===== src/rtl/servo_pkg.sv =====
// servo_pkg: shared derivations and arithmetic helpers
// for the multi-channel servo PWM bank.
package servo_pkg;

  function automatic int ticks_per_us(input int hz);
    return hz / 1_000_000;
  endfunction

  function automatic int center_us(input int lo, input int hi);
    return (lo + hi) / 2;
  endfunction

  function automatic int bits_for(input int n);
    return (n > 1) ? $clog2(n) : 1;
  endfunction

  function automatic logic [31:0] clamp(
    input logic [31:0] v,
    input logic [31:0] lo,
    input logic [31:0] hi
  );
    logic [31:0] r;
    r = v;
    if (v < lo) r = lo;
    if (v > hi) r = hi;
    return r;
  endfunction

  // Move cur toward tgt by at most slew; slew 0 means jump.
  function automatic logic [31:0] step_toward(
    input logic [31:0] cur,
    input logic [31:0] tgt,
    input logic [31:0] slew
  );
    logic [31:0] r;
    r = tgt;
    if (slew != 0) begin
      if (tgt > cur && (tgt - cur) > slew)
        r = cur + slew;
      else if (cur > tgt && (cur - tgt) > slew)
        r = cur - slew;
    end
    return r;
  endfunction

endpackage


===== src/rtl/servo_bank_if.sv =====
// servo_bank_if: valid/ready command port carrying
// a channel index and a pulse width in microseconds.
interface servo_bank_if #(
  parameter int CH_W  = 2,
  parameter int POS_W = 15
);
  logic             cmd_valid;
  logic             cmd_ready;
  logic [CH_W-1:0]  cmd_ch;
  logic [POS_W-1:0] cmd_us;
  logic             cmd_err;

  modport master (
    output cmd_valid, cmd_ch, cmd_us,
    input  cmd_ready, cmd_err
  );

  modport slave (
    input  cmd_valid, cmd_ch, cmd_us,
    output cmd_ready, cmd_err
  );
endinterface


===== src/rtl/servo_channel.sv =====
// servo_channel: target/current width registers, slew
// update at frame boundaries and registered PWM compare.
module servo_channel
  import servo_pkg::*;
#(
  parameter int POS_W  = 15,
  parameter int CENTER = 1500,
  parameter int SLEW   = 10
) (
  input  logic             CLK25MHZ,
  input  logic             reset,
  input  logic             frame_start,
  input  logic [POS_W-1:0] us_cnt,
  input  logic             en,
  input  logic             we,
  input  logic [POS_W-1:0] wdata,
  output logic             servo_out,
  output logic             busy
);

  logic [POS_W-1:0] tgt;
  logic [POS_W-1:0] cur;
  logic [POS_W-1:0] cur_nxt;
  logic             en_q;
  logic             en_nxt;

  // Values the new frame will use, so the compare on the
  // boundary cycle already sees the updated width/enable.
  always_comb begin
    cur_nxt = cur;
    en_nxt  = en_q;
    if (frame_start) begin
      cur_nxt = POS_W'(step_toward(32'(cur), 32'(tgt),
                                   32'(SLEW)));
      en_nxt  = en;
    end
  end

  // State, output and busy registers.
  always_ff @(posedge CLK25MHZ or posedge reset) begin
    if (reset) begin
      tgt       <= POS_W'(CENTER);
      cur       <= POS_W'(CENTER);
      en_q      <= 1'b0;
      servo_out <= 1'b0;
      busy      <= 1'b0;
    end else begin
      if (we) tgt <= wdata;
      cur       <= cur_nxt;
      en_q      <= en_nxt;
      servo_out <= en_nxt && (us_cnt < cur_nxt);
      busy      <= (cur != tgt);
    end
  end

endmodule


===== src/rtl/servo_bank.sv =====
// servo_bank: NUM_CH hobby-servo PWM outputs sharing one
// frame timer, with clamped, slew-limited width commands.
module servo_bank
  import servo_pkg::*;
#(
  parameter int NUM_CH      = 4,
  parameter int CLK_FREQ_HZ = 25_000_000,
  parameter int FRAME_US    = 20000,
  parameter int MIN_US      = 1000,
  parameter int MAX_US      = 2000,
  parameter int SLEW_US     = 10,
  parameter int POS_W       = 15
) (
  input  logic              CLK25MHZ,
  input  logic              reset,
  servo_bank_if.slave       cmd,
  input  logic [NUM_CH-1:0] enable,
  output logic [NUM_CH-1:0] servo_out,
  output logic              frame_start,
  output logic [NUM_CH-1:0] busy
);

  localparam int TICKS  = ticks_per_us(CLK_FREQ_HZ);
  localparam int CENTER = center_us(MIN_US, MAX_US);
  localparam int PS_W   = bits_for(TICKS);

  logic [PS_W-1:0]  ps;
  logic [POS_W-1:0] us_cnt;
  logic             us_tick;
  logic             wrap;
  logic             accept;
  logic             bad_ch;
  logic [POS_W-1:0] cmd_clamped;

  // Timer terminal counts and command decode.
  always_comb begin
    us_tick = (ps == PS_W'(TICKS - 1));
    wrap    = us_tick &&
              (us_cnt == POS_W'(FRAME_US - 1));
    accept  = cmd.cmd_valid && cmd.cmd_ready;
    bad_ch  = (int'(cmd.cmd_ch) >= NUM_CH);
    cmd_clamped = POS_W'(clamp(32'(cmd.cmd_us),
                               32'(MIN_US),
                               32'(MAX_US)));
  end

  // Microsecond prescaler and frame counter.
  always_ff @(posedge CLK25MHZ or posedge reset) begin
    if (reset) begin
      ps     <= '0;
      us_cnt <= '0;
    end else begin
      ps <= us_tick ? '0 : ps + PS_W'(1);
      if (us_tick)
        us_cnt <= wrap ? '0 : us_cnt + POS_W'(1);
    end
  end

  // Boundary pulse; ready drops on the boundary cycle
  // because the channels read tgt for the slew update.
  always_ff @(posedge CLK25MHZ or posedge reset) begin
    if (reset) begin
      frame_start   <= 1'b0;
      cmd.cmd_ready <= 1'b0;
      cmd.cmd_err   <= 1'b0;
    end else begin
      frame_start   <= wrap;
      cmd.cmd_ready <= !wrap;
      cmd.cmd_err   <= accept && bad_ch;
    end
  end

  for (genvar i = 0; i < NUM_CH; i++) begin : g_ch
    logic we;
    assign we = accept && !bad_ch &&
                (int'(cmd.cmd_ch) == i);

    servo_channel #(
      .POS_W  (POS_W),
      .CENTER (CENTER),
      .SLEW   (SLEW_US)
    ) u_ch (
      .CLK25MHZ    (CLK25MHZ),
      .reset       (reset),
      .frame_start (frame_start),
      .us_cnt      (us_cnt),
      .en          (enable[i]),
      .we          (we),
      .wdata       (cmd_clamped),
      .servo_out   (servo_out[i]),
      .busy        (busy[i])
    );
  end

endmodule


===== src/flat_wrapper.sv =====
// flat-port wrapper written by rule: the top's interface ports become plain ports
module servo_bank_flat import servo_pkg::*;
#(
  parameter int NUM_CH      = 4,
  parameter int CLK_FREQ_HZ = 25_000_000,
  parameter int FRAME_US    = 20000,
  parameter int MIN_US      = 1000,
  parameter int MAX_US      = 2000,
  parameter int SLEW_US     = 10,
  parameter int POS_W       = 15
)
  (CLK25MHZ, reset, enable, servo_out, frame_start, busy, cmd_cmd_valid, cmd_cmd_ch, cmd_cmd_us, cmd_cmd_ready, cmd_cmd_err);
  servo_bank_if #(.CH_W((bits_for(NUM_CH))), .POS_W(POS_W)) cmd_i ();
  input  logic CLK25MHZ;
  input  logic reset;
  input  logic [NUM_CH-1:0] enable;
  output logic [NUM_CH-1:0] servo_out;
  output logic frame_start;
  output logic [NUM_CH-1:0] busy;
  input wire logic [$bits(cmd_i.cmd_valid)-1:0] cmd_cmd_valid;
  input wire logic [$bits(cmd_i.cmd_ch)-1:0] cmd_cmd_ch;
  input wire logic [$bits(cmd_i.cmd_us)-1:0] cmd_cmd_us;
  output wire logic [$bits(cmd_i.cmd_ready)-1:0] cmd_cmd_ready;
  output wire logic [$bits(cmd_i.cmd_err)-1:0] cmd_cmd_err;
  assign cmd_i.cmd_valid = cmd_cmd_valid;
  assign cmd_i.cmd_ch = cmd_cmd_ch;
  assign cmd_i.cmd_us = cmd_cmd_us;
  assign cmd_cmd_ready = cmd_i.cmd_ready;
  assign cmd_cmd_err = cmd_i.cmd_err;
  servo_bank #(.NUM_CH(NUM_CH), .CLK_FREQ_HZ(CLK_FREQ_HZ), .FRAME_US(FRAME_US), .MIN_US(MIN_US), .MAX_US(MAX_US), .SLEW_US(SLEW_US), .POS_W(POS_W)) u_core (.CLK25MHZ(CLK25MHZ), .reset(reset), .cmd(cmd_i), .enable(enable), .servo_out(servo_out), .frame_start(frame_start), .busy(busy));
endmodule

===== config.mk =====
export PLATFORM = sky130hd
export DESIGN_NAME = servo_bank_flat
export DESIGN_NICKNAME = d
export VERILOG_FILES = /design/src/rtl/servo_pkg.sv /design/src/rtl/servo_bank_if.sv /design/src/rtl/servo_channel.sv /design/src/rtl/servo_bank.sv /design/src/flat_wrapper.sv
export SDC_FILE = /design/constraint.sdc
export NUM_CORES = 1
export LEC_CHECK = 0
export BUFFER_PORTS_ARGS = -buffer_cell sky130_fd_sc_hd__buf_2
export CORE_MARGIN = 2
export CORE_UTILIZATION = 66
export CTS_CLUSTER_SIZE = 12
export DETAILED_ROUTE_END_ITERATION = 12
export HOLD_SLACK_MARGIN = 0.12
export PLACE_DENSITY = 0.93
export SETUP_SLACK_MARGIN = 0.4
export SYNTH_ARGS = -nofsm -noshare
export SYNTH_HDL_FRONTEND = slang
export SYNTH_SLANG_ARGS = --single-unit

===== constraint.sdc =====
create_clock -name CLK25MHZ -period 6.29 [get_ports CLK25MHZ]
set_input_delay 0.629 -clock CLK25MHZ [delete_from_list [all_inputs] [get_ports CLK25MHZ]]
set_output_delay 0.629 -clock CLK25MHZ [all_outputs]
set_load 0.01 [all_outputs]

==> summary.txt, run 1 <==
Outcome
  – Status: finished clean

Synthesis
  – Largest family of logic cells by synthesized area: compound AO/OA/AOI/OAI gates
  – Async set-reset flop share out of synthesis: 1.00
  – Mux cell area share after synthesis: 0.0261
  – Yosys reg bits: 154
  – Count of flip-flops with a built-in enable after synthesis: 0
  – Mapped Avg Cell Area: 7.78 um^2
  – Syn Inst Count: 2,257
  – Post-synthesis compound-gate area fraction: 0.280
  – Post-Syn Area: 17,600 um^2
  – Post-synth top flop: dfrtp_1
  – Synth Area in Adders: 0.142
  – Post-Synth XOR/XNOR Area: 0.0464
  – Register area share after synthesis: 0.223
  – Mapped Nets: 2,476
  – Synth Area in Simple Gates: 0.209
  – Library cells used by synthesis: 103
  – Synthesis warning total: 0

Power and ir drop
  – Overall Power: 3290 uW
  – Cell Pwr Density: 178 nW/um^2
  – Leak pwr: 0.00804 uW
  – Peak VDD IR: 0.153 mV

Placement
  – GP Congestion: 1.00
  – Placed Area: 17,700 um^2
  – Cells after DPL: 2,519
  – IO Port Bufs: 33
  – DP Wirelength: 38,100 um

Detailed routing
  – Drt initial violations: 2,108
  – DRT met1 WL: 21,500 um
  – ANT nets after route: 0
  – Vias: 17,997
  – Routed wire length: 53,100 um
  – Max layer used: met4
  – Wire per inst: 20.8 um
  – Met2 wire len: 24,100 um
  – Residual DRC: 0
  – 1st-pass router iterations: 6
  – Via density: 7.03
  – Met3 WL: 4700 um

Critical path
  – Most common cell on crit path: nand2_1
  – CP delay by family, top: simple AND/OR/NAND/NOR gates
  – CP startpoint kind: flop
  – WP buf/inv: 4
  – Crit path max-delay cell type: or4_1
  – Setup crit end kind: flop
  – Worst r2r dst: u_core.g_ch[3].u_ch.servo_out
  – Worst Reg-to-Reg Cells: 25
  – CP Data Arrival Time: 6.01 ns
  – Crit. Startpoint: u_core.g_ch[3].u_ch.tgt[0]
  – CP peak stage delay: 0.56 ns
  – Reg2Reg Setup Slack: 0.60 ns
  – CP Max Fanout: 12
  – Setup CP Type: flop to flop
  – Worst flop-to-flop path startpoint: u_core.g_ch[3].u_ch.tgt[0]
  – CP required: 6.61 ns

Global routing
  – Vias in the first global route: 16,830
  – Gr usage total: 0.368
  – Gr ovfl total: 0
  – Largest net degree at the start of global routing: 102
  – Initial antenna violation count: 0
  – First-pass GRT wire length: 85,000 um

STA
  – Fin crit share: 0.904
  – Slew margin rel.: 0.128
  – Tmin final: 5.69 ns
  – Final setup violation count: 0
  – F_max: 176 MHz
  – Final Hold Fails: 0
  – Least-Margin Pin Slew: 1.29 ns
  – Pins Over Slew Limit: 0
  – RSZ-0062 raised after global routing: true
  – Setup TNS: 0 ns
  – Worst clock skew: 0.0114 ns

Floorplan
  – DIE WIDTH: 167 um
  – IO Count: 35
  – CORE AREA: 26,100 um^2
  – Die ar.: 27,900 um^2
  – Die Height: 167 um
  – Starting density of the core: 0.674
  – Num rows: 59

Finish
  – Share of cells above drive strength 1: 0.106
  – Finished Layout Cells: 2,559
  – Design area: 18,500 um^2
  – Most frequent cells in the layout: nand2_1 (204), ha_1 (182), nor2_1 (179), inv_1 (179), o21ai_0 (172)
  – Most common cell after layout, fill and taps aside: nand2_1
  – Count of nets after finishing: 2,429
  – Area Growth Syn to Fin: 5.28%

Clocking
  – CTS buffer count: 17
  – Skew-Pair Late Insertion Delay: 0.45 ns
  – Root Driver: clkbuf_16
  – Max Root-Sink Buffers: 2
  – CTS H-tree lvls: 4
  – CTS clock-pin slew for the worst setup and hold paths: 0.07 ns
  – Clk sinks: 154
  – CTS tree: done

Hold path
  – Worst hold path type: primary input to async pin

Run
  – Max Cap Violations: 0
-- cell usage after synthesis, drive strengths merged, types with 56 or more instances --
library cell | instances | area share
inv | 182 | 0.039
nand2 | 204 | 0.044
ha | 187 | 0.13
o21ai | 179 | 0.052
xnor2 | 67 | 0.033
nor2 | 183 | 0.040
dfstp | 56 | 0.084
clkbuf | 64 | 0.014
nand3 | 73 | 0.021
a21oi | 160 | 0.046
dfrtp | 98 | 0.14
buf | 58 | 0.020
nor3 | 60 | 0.018
-- per-stage QoR --
step | utilization | setup WS [ns] | hold slack (ns)
floorplan | - | 1.31 | 0.447
global placement | 0.679 | 0.591 | 0.473
detailed placement | 0.679 | 0.462 | 0.491
CTS | 0.703 | 0.400 | 0.412
global route | 0.709 | 0.325 | 0.443
finish | 0.709 | 0.602 | 0.351
-- repair_timing --
action / in CTS / in global routing
endpoints found under the setup margin: 1 / 4
gates resized for setup: 1 / 32
setup buffers: 0 / 7
pin swaps: 0 / 5
cloned: 0 / 0
hold buffers: 0 / 0
-- sequential cells by signal, summed over array words and instances (netlist names) --
| name | count |
|---|---|
| u_core.g_ch.u_ch.tgt | 60 |
| u_core.cmd.cmd_ready | 1 |
| u_core.g_ch.u_ch.cur | 60 |
| u_core.ps | 5 |
| u_core.frame_start | 1 |
| u_core.us_cnt | 15 |
| u_core.g_ch.u_ch.en_q | 4 |
| u_core.g_ch.u_ch.busy | 4 |
| u_core.g_ch.u_ch.servo_out | 4 |
-- kinds of logic (layout without fill, tap and decap cells) --
logic type | count (synthesis) | count (layout)
simple gates | 749 | 749
xor+xnor | 93 | 93
mux | 44 | 44
other cells | 1 | 2
compound gates | 716 | 716
buf+inv | 305 | 271
fa+ha+maj | 195 | 195
flops | 154 | 154
-- how the worst max path moves through the flow --
stage,to,slack (ns),depth (start not counted)
global route,u_core.g_ch[0].u_ch.servo_out,0.33,24
finish,u_core.g_ch[3].u_ch.servo_out,0.60,25
detailed placement,u_core.g_ch[2].u_ch.servo_out,0.46,22
CTS,u_core.g_ch[2].u_ch.servo_out,0.40,22
global placement,u_core.g_ch[3].u_ch.servo_out,0.59,22
floorplan,u_core.g_ch[0].u_ch.servo_out,1.31,24
-- per-layer routing --
metal,up-vias,global-route usage
li1,8134,-
met1,8507,0.484
met2,1117,0.590
met3,239,0.0605
met4,0,0.183
met5,-,0
-- where the power goes --
part | switching (uW) | total, uW | internal (uW) | leakage (uW)
sequential | 42.2 | 1080 | 1040 | 0.00190
clock | 462 | 1120 | 653 | 0.000304
combinational | 692 | 1090 | 401 | 0.00584
total | 1200 | 3290 | 2090 | 0.00804
-- area by class of cell --
cell class | instances | area (um^2)
antenna | 1 | 2.50
clock buffer | 21 | 460
clock inverter | 11 | 163
fill | 2010 | 7570
inverter | 183 | 692
multi-input combinational | 1798 | 12500
sequential | 154 | 3930
tap | 335 | 419
timing repair buffer | 56 | 342
No activity file was read; power rests on OpenSTA's default activity.
==> run 2: changes to the inputs <==
--- a/config.mk
+++ b/config.mk
@@ -5,6 +5,7 @@
 export SDC_FILE = /design/constraint.sdc
 export NUM_CORES = 1
 export LEC_CHECK = 0
+export ABC_AREA = 1
 export BUFFER_PORTS_ARGS = -buffer_cell sky130_fd_sc_hd__buf_2
 export CORE_MARGIN = 2
 export CORE_UTILIZATION = 66
@@ -13,6 +14,7 @@
 export HOLD_SLACK_MARGIN = 0.12
 export PLACE_DENSITY = 0.93
 export SETUP_SLACK_MARGIN = 0.4
+export SKIP_CTS_REPAIR_TIMING = 1
 export SYNTH_ARGS = -nofsm -noshare
 export SYNTH_HDL_FRONTEND = slang
 export SYNTH_SLANG_ARGS = --single-unit
==> constraint.sdc (replaced) <==
create_clock -name CLK25MHZ -period 6.29 [get_ports CLK25MHZ]
set_input_delay 0.3145 -clock CLK25MHZ [delete_from_list [all_inputs] [get_ports CLK25MHZ]]
set_output_delay 0.3145 -clock CLK25MHZ [all_outputs]
set_load 0.01 [all_outputs]
==> run 2 against run 1 <==
Area after synthesis increased by 2.5%. Largest cell class unchanged. Clock-buffer cell count decreased by 2. Wire length increased by 4.3%. Largest power group unchanged.
==> summary.txt, run 2 <==
Power and ir drop
  – Reg power frac: 0.328
  – Sw Share: 0.385
  – Peak VDD IR: 0.145 mV
  – Overall Power: 3250 uW
  – NetSw: 1250 uW
  – Cell Pwr Density: 171 nW/um^2
  – Clk pwr share: 0.352
  – Leak pwr: 0.0104 uW
  – Internal power: 2000 uW
  – Comb pwr share: 0.320

STA
  – F_max: 224 MHz
  – Fin crit share: 0.711
  – Final setup violation count: 0
  – Final hold slack: 0.102 ns
  – Tmin final: 4.47 ns
  – Pins Over Slew Limit: 0
  – Worst clock skew: 0.00745 ns
  – Slew margin rel.: 0.184
  – Setup TNS: 0 ns
  – Setup ws final: 1.82 ns
  – RSZ-0062 raised after global routing: false
  – Final Hold Fails: 0
  – Least-Margin Pin Slew: 1.22 ns

Synthesis
  – Main area contributors after synthesis: nand2_1 (18%), dfrtp_1 (14%), ha_1 (13%)
  – Synthesis warning total: 0
  – Top cells by count, synth: nand2_1 (861), inv_1 (508), nor2_1 (210), nand3_1 (197), ha_1 (187)
  – Yosys reg bits: 154
  – Register area share after synthesis: 0.218
  – Mapped Avg Cell Area: 6.27 um^2
  – Mapped Nets: 3,089
  – Library cells used by synthesis: 58
  – Post-synth top flop: dfrtp_1
  – Biggest area consumer among synthesized cells: nand2_1
  – Syn Inst Count: 2,870
  – Async set-reset flop share out of synthesis: 1.00
  – Count leader, synth: nand2_1
  – Count of flip-flops with a built-in enable after synthesis: 0
  – Top-area cell type share of the netlist area: 0.180
  – Post-Syn Area: 18,000 um^2

Floorplan
  – Starting density of the core: 0.670
  – Die Height: 169 um
  – Num rows: 60
  – IO Count: 35
  – CORE AREA: 26,900 um^2
  – DIE WIDTH: 169 um
  – Die ar.: 28,600 um^2

Finish
  – Most common cell after layout, fill and taps aside: nand2_1
  – Post-Route Utilization: 0.706
  – Count of nets after finishing: 3,087
  – Biggest regs: u_core.g_ch.u_ch.cur (60), u_core.g_ch.u_ch.tgt (60), u_core.us_cnt (15)
  – Share of cells above drive strength 1: 0.0788
  – Area Growth Syn to Fin: 5.38%
  – Most frequent cells in the layout: nand2_1 (861), inv_1 (507), nor2_1 (210)

Global routing
  – First-pass GRT wire length: 89,200 um
  – Largest net degree at the start of global routing: 110
  – Gr ovfl total: 0
  – Initial antenna violation count: 1
  – Vias in the first global route: 18,194
  – Gr usage total: 0.385

Detailed routing
  – Routed wire length: 55,400 um
  – 1st-pass router iterations: 6
  – Met2 wire len: 25,000 um
  – ANT nets after route: 0
  – Met3 WL: 5460 um
  – Wire per inst: 17.2 um
  – Via density: 5.95
  – Vias: 19,182
  – Residual DRC: 0
  – Max layer used: met4
  – Drt initial violations: 2,297
  – DRT met1 WL: 22,800 um

Critical path
  – CP Max Fanout: 12
  – CP startpoint kind: flop
  – CP required: 6.67 ns
  – CP peak stage delay: 0.50 ns
  – Setup crit end kind: flop
  – CP delay by family, top: simple AND/OR/NAND/NOR gates
  – Setup CP Type: flop to flop
  – Crit path max-delay cell type: fa_1
  – Most common cell on crit path: nand2_1
  – WP buf/inv: 4
  – CP Data Arrival Time: 4.85 ns
  – Reg2Reg Setup Slack: 1.82 ns

Clocking
  – Root Driver: clkbuf_16
  – Skew-Pair Late Insertion Delay: 0.44 ns
  – CTS clock-pin slew for the worst setup and hold paths: 0.07 ns
  – CTS H-tree lvls: 4
  – CTS tree: done
  – Clk sinks: 154
  – CTS buffer count: 17
  – Max Root-Sink Buffers: 2

Placement
  – DP Wirelength: 42,500 um
  – GP Congestion: 0.986
  – IO Port Bufs: 33
  – Place WS: 2.00 ns

Outcome
  – Status: finished clean

Run
  – Max Cap Violations: 0

Hold path
  – Worst hold path type: primary input to async pin
[run 2: cell count changes in the layout (fill, tap and decap cells not counted), moves of 26 or more]
cell | previous run | this run
nand2_1 | 204 | 861
inv_1 | 179 | 507
nand3_1 | 73 | 197
xnor2_1 | 67 | 10
o21ai_0 | 172 | 124
xor2_1 | 26 | 74
a21o_1 | 48 | 3
nor2_1 | 179 | 210
mux2i_1 | 30 | 0
and3_1 | 29 | 0
o21ai_1 | 4 | 30
[run 2: worst paths after layout]
check / startpoint / cells after the start / to
worst max-delay path: u_core.g_ch[1].u_ch.tgt[0] / 27 / u_core.g_ch[1].u_ch.servo_out
worst min-delay path: reset / 2 / u_core.g_ch[1].u_ch.tgt[14]
worst max register to register: u_core.g_ch[1].u_ch.tgt[0] / 27 / u_core.g_ch[1].u_ch.servo_out
worst min register to register: u_core.g_ch[3].u_ch.en_q / 2 / u_core.g_ch[3].u_ch.en_q
max in group asynchronous: reset / 3 / u_core.g_ch[2].u_ch.tgt[5]
min in group CLK25MHZ: enable[3] / 3 / u_core.g_ch[3].u_ch.en_q
[run 2: stage by stage]
stage                     std cells  area [um^2]
after detailed placement       3190        18300
after global placement         3190        18300
after floorplan                2870        18000
final                          3224        19000
after CTS                      3222        19000
after global routing           3222        19000
[run 2: cell families (layout without fill, tap and decap cells)]
group / after synthesis / count (layout) / synth area share
other cells: 1 / 3 / 0.000208
xor+xnor: 84 / 84 / 0.0409
flops: 154 / 154 / 0.218
buf+inv: 599 / 610 / 0.131
simple gates: 1433 / 1433 / 0.338
compound gates: 404 / 404 / 0.133
fa+ha+maj: 195 / 195 / 0.139
[run 2: power groups by stage]
| stage | logic (uW) | registers [uW] | clock network [uW] |
|---|---|---|---|
| floorplan | 777 | 1070 | 0 |
| global placement | 989 | 1080 | 0 |
| detailed placement | 1000 | 1080 | 0 |
| CTS | 1010 | 1070 | 1140 |
| global route | 1160 | 1070 | 1180 |
| finish | 1040 | 1070 | 1140 |
[run 2: metal layers]
| layer | vias up | GRT usage |
|---|---|---|
| li1 | 9139 | - |
| met1 | 8824 | 0.509 |
| met2 | 997 | 0.626 |
| met3 | 222 | 0.0690 |
| met4 | 0 | 0.153 |
| met5 | - | 0 |
[run 2: area by class of cell]
type,count,area [um^2]
Antenna cell,2,5.00
Clock buffer,19,453
Clock inverter,13,179
Fill cell,2326,7910
Inverter,538,2020
Multi-Input combinational cell,2117,11700
Sequential cell,154,3930
Tap cell,341,427
Timing Repair Buffer,40,218
[run 2: worst reg2reg max path, delay by kind of cell, from the launching register on]
| kind | cells | cell delay, ns |
|---|---|---|
| AOI/OAI and AO/OA | 8 | 1.07 |
| and+or+nand+nor | 12 | 1.56 |
| adders and majority gates | 3 | 0.92 |
| buffers and inverters | 4 | 0.48 |
| DFF | 1 | 0.38 |
